<file path="config.mk">
export PLATFORM = sky130hd
export DESIGN_NAME = maze_grid_controller
export DESIGN_NICKNAME = d
export VERILOG_FILES = /design/src/rtl/maze_grid_controller.sv
export SDC_FILE = /design/constraint.sdc
export NUM_CORES = 1
export LEC_CHECK = 0
export ABC_AREA = 0
export ABC_CLOCK_PERIOD_IN_PS = 7500
export BUFFER_PORTS_ARGS = -buffer_cell sky130_fd_sc_hd__buf_2
export CORE_MARGIN = 8
export CORE_UTILIZATION = 50
export DETAILED_ROUTE_END_ITERATION = 6
export PLACE_DENSITY_LB_ADDON = 0.3
export SYNTH_ARGS = -nofsm -noshare
export SYNTH_HDL_FRONTEND = slang
export SYNTH_SLANG_ARGS = --single-unit
</file>
<file path="constraint.sdc">
create_clock -name CLOCK -period 7.5 [get_ports CLOCK]
set_input_delay 1.5 -clock CLOCK [delete_from_list [all_inputs] [get_ports CLOCK]]
set_output_delay 1.5 -clock CLOCK [all_outputs]
set_load 0.01 [all_outputs]
</file>
<file path="src/rtl/maze_grid_controller.sv">
// Tile-state controller for the maze display: takes one-byte tile updates from
// the Arduino over a 4-phase valid/ack handshake, holds the tile store and the
// robot position, and returns a registered RGB332 colour for each VGA pixel.
module maze_grid_controller #(
  parameter int GRID_W  = 5,
  parameter int GRID_H  = 4,
  parameter int TILE_PX = 120
) (
  input  logic       CLOCK,
  input  logic       RESET,
  input  logic [7:0] ARD_DATA,
  input  logic       ARD_VALID,
  output logic       ARD_ACK,
  input  logic [9:0] PIXEL_X,
  input  logic [9:0] PIXEL_Y,
  output logic [7:0] PIXEL_COLOR,
  output logic [3:0] ERR_COUNT,
  output logic [7:0] PKT_COUNT
);

  typedef enum logic [1:0] {
    ST_IDLE     = 2'd0,
    ST_WRITE    = 2'd1,
    ST_WAIT_LOW = 2'd2
  } state_t;

  state_t     state;
  logic       valid_sync1;
  logic       valid_sync2;
  logic [7:0] pkt_byte;
  logic [2:0] tiles [GRID_H][GRID_W];
  logic [1:0] robot_row;
  logic [2:0] robot_col;

  logic [1:0] pkt_row;
  logic [2:0] pkt_col;
  logic [2:0] pkt_code;
  logic       pkt_clear;
  logic       pkt_in_grid;

  logic [3:0] pix_col;
  logic [3:0] pix_row;
  logic [2:0] pix_tile;
  logic       pix_in_grid;
  logic       pix_on_robot;
  logic [7:0] color_p0;

  function automatic logic [3:0] sat_inc4(input logic [3:0] v);
    return (v == 4'hF) ? v : v + 4'd1;
  endfunction

  function automatic logic [7:0] palette(input logic [2:0] code);
    case (code)
      3'd0:    palette = 8'b010_010_01;
      3'd1:    palette = 8'b000_111_00;
      3'd2:    palette = 8'b000_000_11;
      3'd3:    palette = 8'b111_111_00;
      3'd4:    palette = 8'b111_000_11;
      3'd5:    palette = 8'b000_111_11;
      3'd6:    palette = 8'b111_111_11;
      default: palette = 8'h00;
    endcase
  endfunction

  assign pkt_row     = pkt_byte[7:6];
  assign pkt_col     = pkt_byte[5:3];
  assign pkt_code    = pkt_byte[2:0];
  assign pkt_clear   = (pkt_byte == 8'hFF);
  assign pkt_in_grid = (int'(pkt_row) < GRID_H) && (int'(pkt_col) < GRID_W);

  // Two-flop synchronizer for the asynchronous Arduino request
  always_ff @(posedge CLOCK or posedge RESET) begin
    if (RESET) begin
      valid_sync1 <= 1'b0;
      valid_sync2 <= 1'b0;
    end else begin
      valid_sync1 <= ARD_VALID;
      valid_sync2 <= valid_sync1;
    end
  end

  // Packet capture; ARD_DATA has been stable for two cycles once sync2 is seen high
  always_ff @(posedge CLOCK) begin
    if (state == ST_IDLE && valid_sync2)
      pkt_byte <= ARD_DATA;
  end

  // Handshake FSM, tile store, robot register and packet counters
  always_ff @(posedge CLOCK or posedge RESET) begin
    if (RESET) begin
      state     <= ST_IDLE;
      ARD_ACK   <= 1'b0;
      ERR_COUNT <= '0;
      PKT_COUNT <= '0;
      robot_row <= '0;
      robot_col <= '0;
      for (int r = 0; r < GRID_H; r++)
        for (int c = 0; c < GRID_W; c++)
          tiles[r][c] <= '0;
    end else begin
      case (state)
        ST_IDLE: begin
          if (valid_sync2)
            state <= ST_WRITE;
        end
        ST_WRITE: begin
          ARD_ACK <= 1'b1;
          state   <= ST_WAIT_LOW;
          if (pkt_clear) begin
            PKT_COUNT <= PKT_COUNT + 8'd1;
            robot_row <= '0;
            robot_col <= '0;
            for (int r = 0; r < GRID_H; r++)
              for (int c = 0; c < GRID_W; c++)
                tiles[r][c] <= '0;
          end else if (!pkt_in_grid) begin
            // Out-of-grid packets are still acknowledged, only counted as errors
            ERR_COUNT <= sat_inc4(ERR_COUNT);
          end else begin
            PKT_COUNT <= PKT_COUNT + 8'd1;
            if (pkt_code == 3'd7) begin
              robot_row <= pkt_row;
              robot_col <= pkt_col;
            end
            for (int r = 0; r < GRID_H; r++)
              for (int c = 0; c < GRID_W; c++)
                if (int'(pkt_row) == r && int'(pkt_col) == c)
                  tiles[r][c] <= (pkt_code == 3'd7) ? 3'd1 : pkt_code;
          end
        end
        ST_WAIT_LOW: begin
          if (!valid_sync2) begin
            ARD_ACK <= 1'b0;
            state   <= ST_IDLE;
          end
        end
        default: begin
          ARD_ACK <= 1'b0;
          state   <= ST_IDLE;
        end
      endcase
    end
  end

  // Pixel to tile index: count passed tile boundaries instead of dividing.
  // Any quotient of 8 or more lands on 8, which is outside every legal grid.
  always_comb begin
    pix_col = '0;
    pix_row = '0;
    for (int i = 1; i <= 8; i++) begin
      if (int'(PIXEL_X) >= i * TILE_PX) pix_col = 4'(i);
      if (int'(PIXEL_Y) >= i * TILE_PX) pix_row = 4'(i);
    end
  end

  // Tile lookup and colour selection, robot overriding the palette
  always_comb begin
    pix_tile    = '0;
    pix_in_grid = 1'b0;
    for (int r = 0; r < GRID_H; r++)
      for (int c = 0; c < GRID_W; c++)
        if (int'(pix_row) == r && int'(pix_col) == c) begin
          pix_tile    = tiles[r][c];
          pix_in_grid = 1'b1;
        end
    pix_on_robot = (pix_row == {2'b00, robot_row}) && (pix_col == {1'b0, robot_col});
    if (!pix_in_grid)
      color_p0 = 8'h00;
    else if (pix_on_robot)
      color_p0 = 8'b111_000_00;
    else
      color_p0 = palette(pix_tile);
  end

  // ---- stage p0 -> p1: registered colour, reads the tile state before any same-edge write
  always_ff @(posedge CLOCK or posedge RESET) begin
    if (RESET)
      PIXEL_COLOR <= '0;
    else
      PIXEL_COLOR <= color_p0;
  end

endmodule

</file>
* Word-level counts from Yosys, hierarchy flattened
Index checks and enable logic that the tools add are counted.
Storage, ports and cells: flip-flop bits (word level) 98, logic and storage cells 272, input port bits 31
Cells by class: equal/unequal tests 29, bitwise operators 4, order comparisons 17, muxes and demuxes 95, reductions and logical operators 95, add/sub/neg operators 2
Operators by type and width (count):
- 3-bit 2-to-1 mux | 44
- 60-bit 2-to-1 mux | 2
- 10-bit greater-or-equal comparator, second input constant | 8
- 3-bit AND reduction | 21
- 4-bit 2-to-1 mux | 14
- 8-bit case mux with 7 select lines | 1
- 2-bit nonzero test | 22
- 1-bit logical AND | 42
- 10-bit by 9-bit greater-or-equal comparator with 1-bit output, second input constant | 4
- 8-bit 2-to-1 mux | 4
- 1-bit 2-to-1 mux | 23
- 3-bit == test, second input constant | 7
- 10-bit by 7-bit greater-or-equal comparator with 1-bit output, second input constant | 2
- 10-bit by 8-bit greater-or-equal comparator with 1-bit output, second input constant | 2
- 4-bit by 3-bit == test with 1-bit output, second input constant | 4
- 2-bit 2-to-1 mux | 5
- 3-bit by 2-bit == test with 1-bit output, second input constant | 3
- 8-bit by 1-bit adder with 8-bit output, second input constant | 1
- 4-bit by 2-bit == test with 1-bit output, second input constant | 2
- 4-bit == test, second input constant | 2
- 8-bit == test, second input constant | 1
- 4-bit logical NOT | 2
- 2-bit == test, second input constant | 3
- 3-bit logical NOT | 2
- 13 further kinds | 21

* Logic depth before layout (Yosys ltp)
Gate-level depths: netlist (run 1).
depth in word-level cells 35, depth in mapped cells 11, depth with buffers taken out 9

* Worst setup path after synthesis (run 1)
OpenSTA, ideal clock, no wires.
kind input -> register, start in PIXEL_X[4], end reg PIXEL_COLOR[3], stages 11, data required time 7.396 ns, path slack 3.763 ns, data arrival time 3.633 ns, library setup time 0.104 ns, buffers on the path 2, path through buf_4 o211a_1 o211a_1 buf_2 a22oi_1 nand3_1 a22o_1 a211oi_2 inv_2 xnor2_1 a221oi_1
On the way: longest elaborated chain between the ends 35, elaborated cells on any way between the ends 93, those cells by class order compare (8); eq/ne (11); mux (51); reduce/logical (23)
RTL lines:
- start, declared | RTL line 14 | input logic [9:0] PIXEL_X,
- 10-bit by 7-bit greater-or-equal comparator with 1-bit output | RTL line 151 | if (int'(PIXEL_X) >= i * TILE_PX) pix_col = 4'(i);
- 1-bit 2-to-1 mux | RTL line 151
- 4-bit 2-to-1 mux (6 in a row) | RTL line 151
- 4-bit 2-to-1 mux (*) | RTL line 151
- 4-bit logical NOT | RTL line 162 | if (int'(pix_row) == r && int'(pix_col) == c) begin
- 1-bit logical AND | RTL line 162
- 3-bit 2-to-1 mux (20 in a row) | RTL line 162
- 3-bit == test (tied with other cells) | RTL line 53 | case (code)
- 8-bit case mux with 7 select lines | RTL line 53
- 8-bit 2-to-1 mux | RTL line 169 | else if (pix_on_robot)
- 8-bit 2-to-1 mux (*) | RTL line 167 | if (!pix_in_grid)
- named net color_p0[3] | RTL line 46 | logic [7:0] color_p0;
- end signal, assigned | RTL line 180 | PIXEL_COLOR <= color_p0;
- end, declared | RTL line 16 | output logic [7:0] PIXEL_COLOR,
The timed path passes the listed nets; every way through them passes the cells marked *. A chain may end at the register's enable or synchronous reset.

* Final worst setup path (run 1)
Same ends and word-level chain as after synthesis.

==> results of run 1 <==
## critical path: stages
cell and delay (ps):
buf_2 160, o211a_1 260, o211ai_1 940, o311ai_2 550, o21ai_0 290, a222oi_1 140, a211oi_2 550, inv_2 120
xnor2_1 150, a221oi_1 280
## power by group through the flow
stage | logic, mW | registers, mW | clock network, mW
2_1_floorplan | 0.292 | 0.779 | 0
3_3_place_gp | 0.391 | 0.800 | 0
6_report | 0.407 | 0.801 | 0.294
3_5_place_dp | 0.408 | 0.808 | 0
5_1_grt | 0.451 | 0.818 | 0.320
4_1_cts | 0.409 | 0.798 | 0.298
## synth_stat cells, types with 4 or more instances
library cell	count
inv_1	10
buf_4	6
nand2b_1	7
xnor2_1	9
o22ai_1	4
o21ai_0	39
a21oi_1	23
clkbuf_1	15
a31oi_1	6
xor2_1	4
edfxtp_1	8
nand3_1	19
nor2_1	31
nand4_1	6
buf_2	9
nor3_1	12
nand3b_1	5
nand2_1	47
a22o_1	14
o211a_1	5
and2_1	6
mux2i_1	4
and3_1	7
o211ai_1	8
a22oi_1	6
dfrtp_1	88
o221ai_1	5
nor2b_1	6
mux2_2	45
## registers in the layout, summed over array words and instances (netlist names)
name         flops
pkt_byte         8
ARD_ACK          1
ERR_COUNT        4
valid_sync2      1
PKT_COUNT        8
valid_sync1      1
robot_row        2
tiles           60
state            2
PIXEL_COLOR      6
robot_col        3
## cell type report
cell class                      instances  share of cell area [%]
Clock buffer                           11                   2.246
Multi-Input combinational cell        393                   47.48
Inverter                               11                  0.7274
Tap cell                              140                   2.995
Timing Repair Buffer                   49                   4.365
Sequential cell                        96                   41.76
Clock inverter                          4                  0.4279
## metrics by stage
step	cells	area, µm²	total power, mW	utilization [%]	setup WS, ps
finish	704	5848	1.502	54.42	2834
detailed placement	689	5692	1.216	52.97	2557
global route	704	5848	1.590	54.42	2549
floorplan	535	5440	1.071	-	3721
CTS	704	5848	1.505	54.42	2936
global placement	689	5692	1.191	52.97	2676
## how the worst max path moves through the flow
stage	from	endpoint	slack (ps)	cells after the start
3_5_place_dp	PIXEL_X[4]	PIXEL_COLOR[3]	2560	10
3_3_place_gp	PIXEL_X[4]	PIXEL_COLOR[3]	2680	10
2_1_floorplan	RESET	ARD_ACK	3720	1
6_report	PIXEL_X[4]	PIXEL_COLOR[3]	2830	10
5_1_grt	PIXEL_X[4]	PIXEL_COLOR[3]	2550	10
4_1_cts	PIXEL_X[4]	PIXEL_COLOR[3]	2940	10
## routing by layer
metal  vias to the layer above  part of all wire [%]  global-route usage, %
met5                         -                     0                      0
met4                         0                   2.9                  8.275
met3                        28                   7.7                  4.662
met2                       187                    45                  29.55
met1                      2132                    44                  25.48
li1                       2042                     -                      -
## kinds of logic (layout without fill, tap and decap cells)
group                    count (synthesis)  count (layout)  share of synthesized area (%)
AND/OR/NAND/NOR                        171             171                          16.35
AO/OA/AOI/OAI                          155             155                          21.23
flip-flops                              96              96                          44.89
multiplexers                            51              51                          10.58
buffers and inverters                   46              75                          4.209
XOR/XNOR                                13              13                          2.093
adder cells (fa/ha/maj)                  3               3                         0.6439
==> summary.md, run 1 <==
| Metric | Value |
|---|---|
| Status | `completed` |
| Syn_area_per_cell | `between 10 and 15 µm²` |
| CTS tree | `built` |
| Mapped Cells | `535` |
| Measured slew at the worst slew-check pin | `roughly 1200 ps` |
| # hold bufs at CTS | `0` |
| Distinct cells, synth | `slightly above 80` |
| Number of gates resized after CTS | `0` |
| DRC Markers | `0` |
| Commonest non-fill, non-tap cell in the layout | `dfrtp_1` |
| Switching Power | `roughly 520 µW` |
| Ys async rst share | `slightly above 90%` |
| Routability cong. | `a little under 0.9` |
| Post-DP HPWL | `slightly below 10000 µm` |
| Critical Path AT | `a little under 5000 ps` |
| Worst Hold Class | `flip-flop to flip-flop` |
| Clk Latency, worst-skew pair | `370 ps` |
| Final hold violations | `0` |
| RSZ-0062 raised after global routing | `false` |
| Clk pwr share | `19.5%` |
| Startpoint types | `input pin` |
| Reg clk slew, reported paths | `90 ps` |
| Fin crit period | `4666 ps` |
| Most frequent cells in the layout | `88 x dfrtp_1, 47 x nand2_1, 45 x mux2_2, 45 x buf_2, 39 x o21ai_0` |
| Yosys top cell by area | `dfrtp_1` |
| Seq/Total Area, Yosys | `approximately 45%` |
| Path depth of the worst reg2reg path | `7` |
| # diodes | `0` |
| Switching Share | `between 30% and 40%` |
| Final WL | `about 14000 µm` |
| Worst setup path category | `input pin to flip-flop` |
| Area growth syn-to-layout | `7.498%` |
| #FFs+latches synth | `96` |
| Hold Path Sink | `valid_sync2` |
| Max clock buf depth | `2` |
| Cts bufs inserted | `9` |
| Yosys warnings | `0` |
| Core area | `0.01075 mm²` |
| Worst IR drop on VDD | `roughly 180 µV` |
| Multi-input logic area | `0.002776 mm²` |
| Vias in the first global route | `around 4400` |
| Die W | `120.3 µm` |
| Drt first pass iters | `5` |
| Hold Path Stages | `0` |
| Slew HR | `between 10% and 20%` |
| Average wire per standard cell | `between 15 and 20 µm` |
| Mapped cell area | `0.005440 mm²` |
| Combinational fraction of design power | `a little over a quarter` |
| Seq pwr share | `53.4%` |
| Post-Syn Nets | `approximately 570` |
| Initial cell density of the core | `50.63%` |
| Fraction of layout cells with a size suffix above 1 | `between 20% and 30%` |
| I/O Pins | `52` |
| Final setup fails | `0` |
| Req. time, crit path | `slightly below 8000 ps` |
| Tot GR Track Use | `19.25%` |
| Routed vias/inst | `6.234` |
| Max FO, Critical Path | `12` |
| Top area cells in the synthesized netlist | `dfrtp_1 40%, mux2_2 9.3%, edfxtp_1 4.4%, o21ai_0 3.6%, nand2_1 3.2%` |
| Pwr dens | `256.8 mW/mm²` |
| Total grt overflow | `0` |
| Endpoint class of the critical path | `flip-flop` |
| R2r setup slk | `approximately 4400 ps` |
| Share of the synthesized area in the top cell type | `between 40% and 50%` |
| Buffers on Ports | `45` |
| Register area | `0.002442 mm²` |
| Skew final | `between 10 and 15 ps` |
| First-pass GRT wire length | `roughly 22000 µm` |
| Internal | `approximately 980 µW` |
| Initial antenna violation count | `0` |
| Fmax | `between 0.2 and 0.25 GHz` |
| CTS root buf | `clkbuf_8` |
| Detailed Route Iter0 Violations | `between 400 and 500` |
| Num rows | `38` |
| Worst flop-to-flop path endpoint | `tiles[48]` |
| Die Ht | `roughly 120 µm` |
| Antenna viol nets, final | `0` |
| Detailed-route via count | `between 4000 and 5000` |
| Final hold slack | `between 300 and 400 ps` |
| Post-synth EDFFs | `8` |
| Max-cap viol count | `0` |
| Die Area | `between 0.01 and 0.015 mm²` |
| Setup TNS | `0 ps` |
| Total setup buffers inserted after CTS | `0` |
| Largest net degree at the start of global routing | `between 80 and 90` |
| Most used DFF post-synth | `dfrtp_1` |
| CTS sink count | `96` |
| Fill cells | `993` |
| Final period utilization | `62.21%` |
| CTS H-Tree Depth | `3` |
| R2R Path Start | `pkt_byte[7]` |
| Nets | `~600` |
| Pins Over Slew Limit | `0` |
| Leak | `roughly 2.6 nW` |
| Worst Hold Launch | `valid_sync1` |
(Power assumes the default switching activity.)
==> run 2, diff against run 1 <==
- ABC_CLOCK_PERIOD_IN_PS: 7500 -> 4300
- clock period: 7.5 -> 4.3 ns (I/O delays scaled with it)
==> summary.md, run 2 (synthesized netlist as in run 1, its figures left out) <==
| Metric | Value |
|---|---|
| Status | `completed` |
| Req. time, crit path | `4550 ps (-3220 ps)` |
| CTS H-Tree Depth | `3 (unchanged)` |
| DRC Markers | `0 (unchanged)` |
| Detailed Route Iter0 Violations | `315 (-25%)` |
| Measured slew at the worst slew-check pin | `1078 ps (-118.2 ps)` |
| Clk Latency, worst-skew pair | `370 ps (about the same)` |
| Top reg by flops | `tiles` |
| Buffers on Ports | `45 (unchanged)` |
| Final hold violations | `0 (unchanged)` |
| Final period utilization | `about four fifths` |
| Nets | `597 (+0.67%)` |
| Largest regs | `tiles x60, PKT_COUNT x8, pkt_byte x8` |
| Number of gates resized after CTS | `0 (unchanged)` |
| Largest net degree at the start of global routing | `59 (-34%)` |
| Fraction of layout cells with a size suffix above 1 | `24.25% (+0.67 points)` |
| Max-cap viol count | `0 (unchanged)` |
| Max reg flops | `60 (unchanged)` |
| First-pass GRT wire length | `22970 µm (+2.7%)` |
| Startpoint types | `input pin` |
| Critical Path AT | `3660 ps (-1280 ps)` |
| Antenna viol nets, final | `0 (unchanged)` |
| Drt first pass iters | `7 (+2)` |
| Max FO, Critical Path | `13 (+1)` |
| Pwr dens | `453.6 mW/mm² (+77%)` |
| Die Area | `0.01447 mm² (unchanged)` |
| Total grt overflow | `0 (unchanged)` |
| Routability cong. | `0.9587 (+7.3%)` |
| Initial cell density of the core | `50.63% (unchanged)` |
| Worst Hold Class | `flip-flop to flip-flop` |
| Pins Over Slew Limit | `0 (unchanged)` |
| I/O Pins | `52 (unchanged)` |
| Setup TNS | `0 ps (unchanged)` |
| Skew final | `8.863 ps (-2.025 ps)` |
| Vias in the first global route | `4401 (+0.76%)` |
| Worst setup path category | `input pin to flip-flop` |
| Tot GR Track Use | `19.92% (+0.67 points)` |
| Routed vias/inst | `6.348 (+1.8%)` |
| Area growth syn-to-layout | `8.556%` |
| CTS sink count | `96 (unchanged)` |
| Num rows | `38 (unchanged)` |
| Utilization after layout | `54.96% (+0.54 points)` |
| Fin crit period | `around 3400 ps` |
| Detailed-route via count | `4501 (+2.6%)` |
| CTS root buf | `clkbuf_8` |
| Most frequent cells in the layout | `88 x dfrtp_1, 47 x nand2_1, 45 x mux2_2, 45 x buf_2, 39 x o21ai_0` |
| Fmax | `0.2930 GHz` |
| RSZ-0062 raised after global routing | `false` |
| Initial antenna violation count | `0 (unchanged)` |
| Die Ht | `120.3 µm (unchanged)` |
| Commonest non-fill, non-tap cell in the layout | `dfrtp_1` |
| Leak | `2.658 nW (+1.4%)` |
| Endpoint class of the critical path | `flip-flop` |
| Final WL | `14230 µm (+3.8%)` |
| Worst IR drop on VDD | `276.9 µV (+51%)` |
| Fill cells | `995 (+0.20%)` |
| # diodes | `0 (unchanged)` |
| # hold bufs at CTS | `0 (unchanged)` |
| Reg clk slew, reported paths | `90 ps (about the same)` |
| Cts bufs inserted | `9 (unchanged)` |
| Die W | `120.3 µm (unchanged)` |
| Average wire per standard cell | `20.07 µm (+3.1%)` |
| Total setup buffers inserted after CTS | `0 (unchanged)` |
| Final setup fails | `0 (unchanged)` |
| Slew HR | `27.69% (+7.8 points)` |
| Core area | `0.01075 mm² (unchanged)` |
| CTS tree | `built` |
| Max clock buf depth | `2 (unchanged)` |
| Post-DP HPWL | `10140 µm (+2.0%)` |
[run 2: report_power, final]
part           internal (mW)  leakage (nW)  total, mW  switching, mW
Combinational          0.318          1.31      0.718          0.400
Clock                  0.246        0.0955      0.559          0.313
Sequential              1.19          1.25       1.40          0.216
Total                   1.75          2.66       2.68          0.929
[run 2: worst paths after layout]
| path | from | to | slack [ps] | cells after the start |
|---|---|---|---|---|
| min reg2reg | valid_sync1 | valid_sync2 | 360 | 0 |
| max in group asynchronous | RESET | tiles[37] | 2680 | 3 |
| min | valid_sync1 | valid_sync2 | 360 | 0 |
| max | PIXEL_Y[8] | PIXEL_COLOR[3] | 890 | 11 |
| min in group asynchronous | RESET | tiles[5] | 680 | 2 |
| max reg2reg | pkt_byte[7] | tiles[18] | 1140 | 7 |
[run 2: cell type report]
type                            count  area, µm²  share of cell area (%)
Clock inverter                      4      27.53                  0.4661
Tap cell                          140      175.2                   2.966
Inverter                           11      42.54                  0.7203
Clock buffer                       12      156.4                   2.648
Timing Repair Buffer               53      285.3                   4.831
Multi-Input combinational cell    393       2776                   47.01
Sequential cell                    96       2442                   41.36
[run 2: worst max-delay path: stages]
cell and delay (ps):
buf_2 180, or3b_1 390, o22ai_1 770, a22o_1 270, a2111oi_0 100, buf_4 160, o311ai_1 150, o22ai_2 180
nand2_1 190, xnor2_1 100, a221oi_1 330
[run 2: per-layer routing]
metal | part of all wire (%) | GRT usage (%) | vias up
met5 | 0 | 0 | -
met3 | 6.6 | 3.357 | 31
met4 | 2.7 | 9.680 | 0
met1 | 44 | 25.91 | 2224
li1 | - | - | 2053
met2 | 47 | 31.75 | 193
[run 2: through the flow]
stage	setup slack, ps	area (µm²)	hold slack, ps	total power [mW]	instances
after floorplan	1161	5440	331.2	1.868	535
after global placement	641.9	5722	334.2	2.087	693
after detailed placement	598.3	5722	336.3	2.130	693
after CTS	975.8	5906	358.1	2.691	709
after global routing	705.1	5906	373.5	2.837	709
final	886.6	5906	356.0	2.679	709
